==> src/rtl/cart_load_pkg.sv <==
// Shared types and header offsets for the cartridge loader.
package cart_load_pkg;

   typedef enum logic [2:0] {
      ST_IDLE,
      ST_LOAD,
      ST_COMMIT,
      ST_SETTLE,
      ST_READY
   } state_e;

   // A78 signature, bytes 1..5 of the file; byte 1 ends up in the MSBs
   localparam logic [39:0] HDR_SIG = "ATARI";

   localparam int SIG_FIRST = 1;
   localparam int SIG_LAST  = 5;
   localparam int FLAG_HI   = 53;
   localparam int FLAG_LO   = 54;
   localparam int REGION    = 57;

endpackage

==> src/rtl/cart_load_ctrl.sv <==
// Cartridge download sequencer: maps ioctl bytes into cart DPRAM, parses the
// optional A78 header and keeps the core in reset until the image settles.
module cart_load_ctrl
   import cart_load_pkg::*;
#(
   parameter int ADDR_W     = 18,
   parameter int HDR_LEN    = 128,
   parameter int SETTLE_CYC = 16
) (
   input  logic              clk_sys,
   input  logic              reset_n,
   input  logic              dl_active,
   input  logic              dl_wr,
   input  logic [24:0]       dl_addr,
   input  logic [7:0]        dl_data,
   output logic [ADDR_W-1:0] mem_addr,
   output logic [7:0]        mem_data,
   output logic              mem_we,
   output logic              cart_is_7800,
   output logic [31:0]       cart_size,
   output logic [15:0]       cart_flags,
   output logic              cart_region,
   output logic              overflow,
   output logic              load_done,
   output logic              sys_hold
);

   localparam int          CNT_W  = $clog2(SETTLE_CYC + 1);
   localparam logic [24:0] HDR_A  = 25'(HDR_LEN);
   localparam logic [31:0] HDR_32 = 32'(HDR_LEN);

   state_e state_q, state_d;

   logic              act_q;
   logic [39:0]       sig_q, sig_d;
   logic [7:0]        fhi_q, fhi_d, flo_q, flo_d;
   logic              rgn_q, rgn_d;
   logic [24:0]       max_q, max_d;
   logic              seen_q, seen_d;
   logic              ovf_q, ovf_d;
   logic [ADDR_W-1:0] maddr_q, maddr_d;
   logic [7:0]        mdata_q, mdata_d;
   logic              mwe_q, mwe_d;
   logic              is78_q, is78_d;
   logic [31:0]       size_q, size_d;
   logic [15:0]       flags_q, flags_d;
   logic              creg_q, creg_d;
   logic [CNT_W-1:0]  cnt_q, cnt_d;

   logic              rise, fall, accept, sig_ok, sig_now;
   logic [24:0]       map_addr;
   logic [31:0]       size_raw;

   assign rise   = dl_active & ~act_q;
   assign fall   = ~dl_active & act_q;
   assign accept = dl_active & dl_wr;
   // Mapping decision uses the registered signature; a rise clears it first
   assign sig_ok  = (sig_q == HDR_SIG) & ~rise;
   assign sig_now = (sig_q == HDR_SIG);

   // State register
   always_ff @(posedge clk_sys or negedge reset_n) begin
      if (!reset_n) state_q <= ST_IDLE;
      else          state_q <= state_d;
   end

   // Next state: any dl_active rise restarts the load, aborting commit/settle
   always_comb begin
      state_d = state_q;
      case (state_q)
         ST_IDLE:   state_d = ST_IDLE;
         ST_LOAD:   if (fall) state_d = ST_COMMIT;
         ST_COMMIT: state_d = ST_SETTLE;
         ST_SETTLE: if (cnt_q == '0) state_d = ST_READY;
         ST_READY:  state_d = ST_READY;
         default:   state_d = ST_IDLE;
      endcase
      if (rise) state_d = ST_LOAD;
   end

   // FSM outputs: the core only runs once the image has settled
   always_comb begin
      load_done = (state_q == ST_READY);
      sys_hold  = (state_q != ST_READY);
   end

   // Datapath: staging capture, write mapping, commit results, settle count
   always_comb begin
      sig_d    = sig_q;
      fhi_d    = fhi_q;
      flo_d    = flo_q;
      rgn_d    = rgn_q;
      max_d    = max_q;
      seen_d   = seen_q;
      ovf_d    = ovf_q;
      maddr_d  = maddr_q;
      mdata_d  = mdata_q;
      mwe_d    = 1'b0;
      is78_d   = is78_q;
      size_d   = size_q;
      flags_d  = flags_q;
      creg_d   = creg_q;
      cnt_d    = cnt_q;
      map_addr = dl_addr;
      size_raw = {7'd0, max_q} + 32'd1;

      if (rise) begin
         sig_d  = '0;
         fhi_d  = '0;
         flo_d  = '0;
         rgn_d  = 1'b0;
         max_d  = '0;
         seen_d = 1'b0;
         ovf_d  = 1'b0;
      end

      if (accept) begin
         if (dl_addr >= 25'(SIG_FIRST) && dl_addr <= 25'(SIG_LAST))
            sig_d = {sig_d[31:0], dl_data};
         if (dl_addr == 25'(FLAG_HI)) fhi_d = dl_data;
         if (dl_addr == 25'(FLAG_LO)) flo_d = dl_data;
         if (dl_addr == 25'(REGION))  rgn_d = dl_data[0];
         if (dl_addr > max_d) max_d = dl_addr;
         seen_d = 1'b1;

         // Header bytes go raw and get overwritten by the body on purpose
         if (dl_addr >= HDR_A && sig_ok) map_addr = dl_addr - HDR_A;
         if (|map_addr[24:ADDR_W]) begin
            ovf_d = 1'b1;
         end else begin
            mwe_d   = 1'b1;
            maddr_d = map_addr[ADDR_W-1:0];
            mdata_d = dl_data;
         end
      end

      if (state_q == ST_COMMIT && !rise) begin
         is78_d  = sig_now;
         flags_d = sig_now ? {fhi_q, flo_q} : 16'd0;
         creg_d  = sig_now & rgn_q;
         if (!seen_q)                           size_d = '0;
         else if (!sig_now)                     size_d = size_raw;
         else if (size_raw < HDR_32)            size_d = '0;
         else                                   size_d = size_raw - HDR_32;
      end

      if (state_q == ST_COMMIT)                        cnt_d = CNT_W'(SETTLE_CYC - 1);
      else if (state_q == ST_SETTLE && cnt_q != '0)    cnt_d = cnt_q - 1'b1;
   end

   // Datapath registers
   always_ff @(posedge clk_sys or negedge reset_n) begin
      if (!reset_n) begin
         act_q   <= 1'b0;
         sig_q   <= '0;
         fhi_q   <= '0;
         flo_q   <= '0;
         rgn_q   <= 1'b0;
         max_q   <= '0;
         seen_q  <= 1'b0;
         ovf_q   <= 1'b0;
         maddr_q <= '0;
         mdata_q <= '0;
         mwe_q   <= 1'b0;
         is78_q  <= 1'b0;
         size_q  <= '0;
         flags_q <= '0;
         creg_q  <= 1'b0;
         cnt_q   <= '0;
      end else begin
         act_q   <= dl_active;
         sig_q   <= sig_d;
         fhi_q   <= fhi_d;
         flo_q   <= flo_d;
         rgn_q   <= rgn_d;
         max_q   <= max_d;
         seen_q  <= seen_d;
         ovf_q   <= ovf_d;
         maddr_q <= maddr_d;
         mdata_q <= mdata_d;
         mwe_q   <= mwe_d;
         is78_q  <= is78_d;
         size_q  <= size_d;
         flags_q <= flags_d;
         creg_q  <= creg_d;
         cnt_q   <= cnt_d;
      end
   end

   assign mem_addr     = maddr_q;
   assign mem_data     = mdata_q;
   assign mem_we       = mwe_q;
   assign cart_is_7800 = is78_q;
   assign cart_size    = size_q;
   assign cart_flags   = flags_q;
   assign cart_region  = creg_q;
   assign overflow     = ovf_q;

endmodule

==> config.mk <==
export PLATFORM = sky130hd
export DESIGN_NAME = cart_load_ctrl
export DESIGN_NICKNAME = d
export VERILOG_FILES = /design/src/rtl/cart_load_pkg.sv /design/src/rtl/cart_load_ctrl.sv
export SDC_FILE = /design/constraint.sdc
export NUM_CORES = 1
export LEC_CHECK = 0
export CAP_MARGIN = 20
export CORE_ASPECT_RATIO = 0.8
export CORE_UTILIZATION = 52
export CTS_BUF_LIST = sky130_fd_sc_hd__clkbuf_8
export CTS_CLUSTER_SIZE = 25
export DETAILED_ROUTE_END_ITERATION = 16
export GPL_TIMING_DRIVEN = 0
export PLACE_DENSITY_LB_ADDON = 0.3
export SYNTH_ARGS = -nofsm -noshare
export SYNTH_HDL_FRONTEND = slang
export SYNTH_SLANG_ARGS = --single-unit
export TNS_END_PERCENT = 10
==> constraint.sdc <==
create_clock -name clk_sys -period 3.45 [get_ports clk_sys]
set_input_delay 0.5175 -clock clk_sys [delete_from_list [all_inputs] [get_ports clk_sys]]
set_output_delay 0.5175 -clock clk_sys [all_outputs]
set_load 0.01 [all_outputs]
==> qor.txt <==
======================================================================================
Register clock-pin slew on the reported worst setup and hold paths ......      0.09 ns
Final instance area .....................................................    10900 um2
Delay of the slowest cell on the worst path .............................      0.50 ns
Post-layout power .......................................................      4.74 mW
Number of hold violations in the final report ...........................            0
Worst r2r path cells ....................................................           11
Hold Path Cell Cnt ......................................................            3
Die outline width .......................................................       148 um
Critical path capture point type ........................................    flip-flop
DRC marker count from the first detailed-route iteration ................          444
Post-detailed-route via-to-cell ratio ...................................         5.66
Cell family with most CP delay .......................................... buffers and inverters
Hold worst-path end .....................................................    max_q[23]
# setup viols final .....................................................            0
Buffer cell driving the clock tree root ................................. sky130_fd_sc_hd__clkbuf_8
Final critical-path share of the clock period ...........................        0.998
Initial core utilization ................................................        0.533
Library cell contributing the largest single delay on the critical path . sky130_fd_sc_hd__clkdlybuf4s50_1
Ordered cell list for the critical path ................................. clkdlybuf4s50_1 > inv_1 > ha_1 > nor2b_1 > nand4_1 > a311oi_4 > nor3_4 > buf_4 > a31o_2 > o21ai_1 > nor4b_4 > buf_6 > buf_8 > mux2_4
Worst IR drop on VDD ....................................................   0.000260 V
Max-cap check violation count ...........................................            0
Minimum clock period after layout .......................................      3.44 ns
Vias after detailed routing .............................................         6986
Arrival time of data at the critical path endpoint ......................      3.81 ns
Port Buf Inserts ........................................................          115
DP HPWL .................................................................     15700 um
Inserted Clock Buffers ..................................................           17
Launching element type of the critical path ............................. primary input
Global-route layer with the greatest usage ..............................         met1
Main synth FF type ...................................................... sky130_fd_sc_hd__dfrtp_1
Number of enable flip-flop cells after synthesis ........................            0
Remaining DRCs ..........................................................            0
Net count of the finished layout ........................................         1071
Post-Synthesis Cells ....................................................          860
Largest net degree at the start of global routing .......................          112
Startpoint of the most critical register-to-register path ...............    sig_q[18]
Count of non-filler cells in the finished layout ........................         1235
Die area ................................................................    17500 um2
Crit path max fanout ....................................................           10
Critical path buffer and inverter count .................................            5
Met1 GRT Util ...........................................................        0.390
Number of library cell types mapped by synthesis ........................           65
Avg WL per Cell .........................................................      17.6 um
Layout overhead on the synthesized area .................................        23.0%
Placed instance count ...................................................         1196
Antenna violations before repair ........................................            0
Count of antenna-violating nets left after detailed routing .............            0
Syn_nets ................................................................          929
Cell area after placement ...............................................    10300 um2
Result of the run ....................................................... finished clean
Maximum clock frequency .................................................    0.291 GHz
Leakage power total .....................................................      4.90 nW
CTS sink count ..........................................................          165
Core area ...............................................................    16600 um2
Skew-Pair Late Insertion Delay ..........................................      0.48 ns
Critical Setup Path Class ............................................... primary input to flip-flop
GRT Residual Overflow ...................................................            0
Per-instance average area after synthesis ...............................     10.3 um2
Vertical die dimension ..................................................       119 um
Clock tree from TritonCTS ...............................................        built
Share of synthesized flip-flops with an asynchronous set or reset .......         1.00
Clock Skew ..............................................................    0.0164 ns
Ports placed on the boundary ............................................          117
Global-route wire length before repair ..................................     34700 um
Hold path startpoint ....................................................  dl_addr[23]
Final max-slew violation count ..........................................            0
Overall routing resource usage ..........................................        0.258
Via count of the first global-routing pass ..............................         6504
Setup TNS ...............................................................         0 ns
Max_slew headroom .......................................................        0.525
Number of synthesis warnings ............................................            0
Worst Tran Pin Value ....................................................     0.713 ns
Number of cell rows .....................................................           42
Post-Route Hold Slack ...................................................     0.370 ns
H-tree levels ...........................................................            4
Global-route track usage on met3 ........................................       0.0614
Path type of the worst min-delay path ................................... primary input to flip-flop
Post-synthesis sequential element count .................................          165
Met2 track demand over resource .........................................        0.360
PwrDens .................................................................   436 nW/um2
Worst-case register-to-register setup slack .............................      0.11 ns
Post-Synthesis Cell Area ................................................     8830 um2
WL final ................................................................     21700 um
Clk buf depth ...........................................................            2
Antenna diode count .....................................................            0
Fraction of layout instances using a drive strength above 1 .............        0.113
Sequential cell area fraction in the yosys report .......................        0.468
1st-pass router iterations ..............................................            6
R2r endpoint ............................................................  mem_addr[1]
Critical path data required time ........................................      3.82 ns
Weighted congestion reported at the end of routability-driven placement .        0.871
======================================================================================
## per-layer routing
layer  part of all wire  vias to the layer above
met3              0.068                       35
li1                   -                     3298
met5                  0                        -
met2               0.42                      238
met4              0.020                        0
met1               0.49                     3415
## through the flow
step                       util  worst slack [ns]
after floorplan               -             0.104
after global placement    0.619             -4.86
after detailed placement  0.621             -1.42
after CTS                 0.649            0.0150
after global routing      0.656            -0.179
final                     0.656           0.00799
## timing repair
item	CTS	global route
setup buffers	3	4
pin swaps	1	3
resized for setup	14	20
setup endpoints to repair	82	79
gates cloned	0	0
hold buffers	1	0
hold endpoints to repair	54	0
## flip-flops by register name, summed over array words and instances, names as in the netlist, 3 cells and up
| name | flops |
|---|---|
| mem_data | 8 |
| state_q | 3 |
| sig_q | 40 |
| mem_addr | 18 |
| fhi_q | 8 |
| max_q | 25 |
| cnt_q | 5 |
| cart_size | 27 |
| flo_q | 8 |
| cart_flags | 16 |
## worst register-to-register path, cell delays in order (launching register included)
cell	delay [ns]
sky130_fd_sc_hd__dfrtp_1	0.44
sky130_fd_sc_hd__nor4b_2	0.29
sky130_fd_sc_hd__nand4_1	0.14
sky130_fd_sc_hd__or4_1	0.55
sky130_fd_sc_hd__buf_6	0.18
sky130_fd_sc_hd__nor3_4	0.27
sky130_fd_sc_hd__nand4_1	0.16
sky130_fd_sc_hd__o21ai_1	0.27
sky130_fd_sc_hd__nor4b_4	0.29
sky130_fd_sc_hd__buf_6	0.18
sky130_fd_sc_hd__buf_8	0.16
sky130_fd_sc_hd__mux2_4	0.31
## worst max-delay path by stage
stage                           endpoint        from  cells past startpoint
after global placement    cart_flags[11]     reset_n                      1
after floorplan                max_q[10]   dl_active                     14
after detailed placement       max_q[16]   dl_active                     15
after global routing         mem_addr[1]  dl_addr[8]                     14
final                        mem_addr[1]  dl_addr[8]                     14
after CTS                   cart_size[5]    max_q[8]                     10
## where the power goes
| part | internal (mW) | leakage, nW | switching [mW] | total (mW) |
|---|---|---|---|---|
| sequential | 2.09 | 2.24 | 0.150 | 2.24 |
| combinational | 0.511 | 2.47 | 0.586 | 1.10 |
| clock | 0.612 | 0.199 | 0.789 | 1.40 |
| total | 3.21 | 4.90 | 1.52 | 4.74 |
## synth_stat cells, types with 2 or more instances
cell / n / area share
sky130_fd_sc_hd__buf_6: 3 / 0.0038
sky130_fd_sc_hd__dfrtp_1: 165 / 0.47
sky130_fd_sc_hd__ha_1: 32 / 0.045
sky130_fd_sc_hd__nand4_1: 24 / 0.017
sky130_fd_sc_hd__clkbuf_1: 28 / 0.012
sky130_fd_sc_hd__xor2_1: 16 / 0.016
sky130_fd_sc_hd__a22o_1: 23 / 0.023
sky130_fd_sc_hd__buf_1: 2 / 0.00085
sky130_fd_sc_hd__mux2i_1: 61 / 0.069
sky130_fd_sc_hd__nand3b_1: 17 / 0.014
sky130_fd_sc_hd__or2_2: 2 / 0.0014
sky130_fd_sc_hd__o22ai_1: 2 / 0.0014
sky130_fd_sc_hd__a21o_1: 14 / 0.012
sky130_fd_sc_hd__and2_1: 3 / 0.0021
sky130_fd_sc_hd__o31ai_1: 4 / 0.0034
sky130_fd_sc_hd__mux2_2: 8 / 0.010
sky130_fd_sc_hd__mux2_4: 19 / 0.032
sky130_fd_sc_hd__nor4b_1: 4 / 0.0040
sky130_fd_sc_hd__a211oi_1: 3 / 0.0026
sky130_fd_sc_hd__nor3_1: 18 / 0.010
sky130_fd_sc_hd__nand2b_1: 36 / 0.026
sky130_fd_sc_hd__a21oi_1: 14 / 0.0079
sky130_fd_sc_hd__nor2_1: 70 / 0.030
sky130_fd_sc_hd__xnor2_1: 34 / 0.034
sky130_fd_sc_hd__nor2b_1: 2 / 0.0014
sky130_fd_sc_hd__and3_1: 3 / 0.0021
sky130_fd_sc_hd__and4_1: 2 / 0.0020
sky130_fd_sc_hd__o41ai_1: 2 / 0.0020
sky130_fd_sc_hd__nand3_1: 17 / 0.0096
sky130_fd_sc_hd__nor4b_2: 2 / 0.0034
sky130_fd_sc_hd__or3_1: 4 / 0.0028
sky130_fd_sc_hd__nor4_1: 11 / 0.0078
sky130_fd_sc_hd__nand2_1: 73 / 0.031
sky130_fd_sc_hd__buf_2: 6 / 0.0034
sky130_fd_sc_hd__buf_4: 5 / 0.0043
sky130_fd_sc_hd__o21ai_0: 51 / 0.029
sky130_fd_sc_hd__inv_1: 47 / 0.020
sky130_fd_sc_hd__or4_1: 3 / 0.0026
sky130_fd_sc_hd__nor3b_1: 4 / 0.0034
## cells in the final DEF, fill, tap and decap left out, types with 6 or more instances in the layout
master	count
sky130_fd_sc_hd__a21o_1	14
sky130_fd_sc_hd__a21oi_1	13
sky130_fd_sc_hd__a22o_1	23
sky130_fd_sc_hd__buf_2	6
sky130_fd_sc_hd__buf_4	13
sky130_fd_sc_hd__clkbuf_1	25
sky130_fd_sc_hd__clkbuf_8	18
sky130_fd_sc_hd__clkdlybuf4s50_1	107
sky130_fd_sc_hd__dfrtp_1	164
sky130_fd_sc_hd__dlymetal6s2s_1	6
sky130_fd_sc_hd__ha_1	31
sky130_fd_sc_hd__inv_1	47
sky130_fd_sc_hd__inv_6	6
sky130_fd_sc_hd__mux2_2	8
sky130_fd_sc_hd__mux2_4	19
sky130_fd_sc_hd__mux2i_1	61
sky130_fd_sc_hd__nand2_1	72
sky130_fd_sc_hd__nand2b_1	36
sky130_fd_sc_hd__nand3_1	17
sky130_fd_sc_hd__nand3b_1	17
sky130_fd_sc_hd__nand4_1	24
sky130_fd_sc_hd__nor2_1	69
sky130_fd_sc_hd__nor3_1	17
sky130_fd_sc_hd__nor4_1	11
sky130_fd_sc_hd__o21ai_0	50
sky130_fd_sc_hd__xnor2_1	33
sky130_fd_sc_hd__xor2_1	14
## cell families after synthesis
group                      Yosys count  share of synthesized area
and+or+nand+nor                    305                      0.185
xor gates and xnor gates            50                     0.0496
adders and majority gates           32                     0.0454
muxes                               88                      0.112
DFF                                165                      0.468
buffers and inverters               92                     0.0448
AOI/OAI and AO/OA                  128                     0.0961
## final cells by class
type	instances	area [um2]
Inverter	47	176
Clock inverter	14	140
Sequential cell	165	4130
Multi-Input combinational cell	603	4390
Fill cell	1356	5700
Buffer	44	233
Tap cell	220	275
Timing Repair Buffer	124	1260
Clock buffer	18	248
Note: power is estimated with default switching activity, not from simulation.
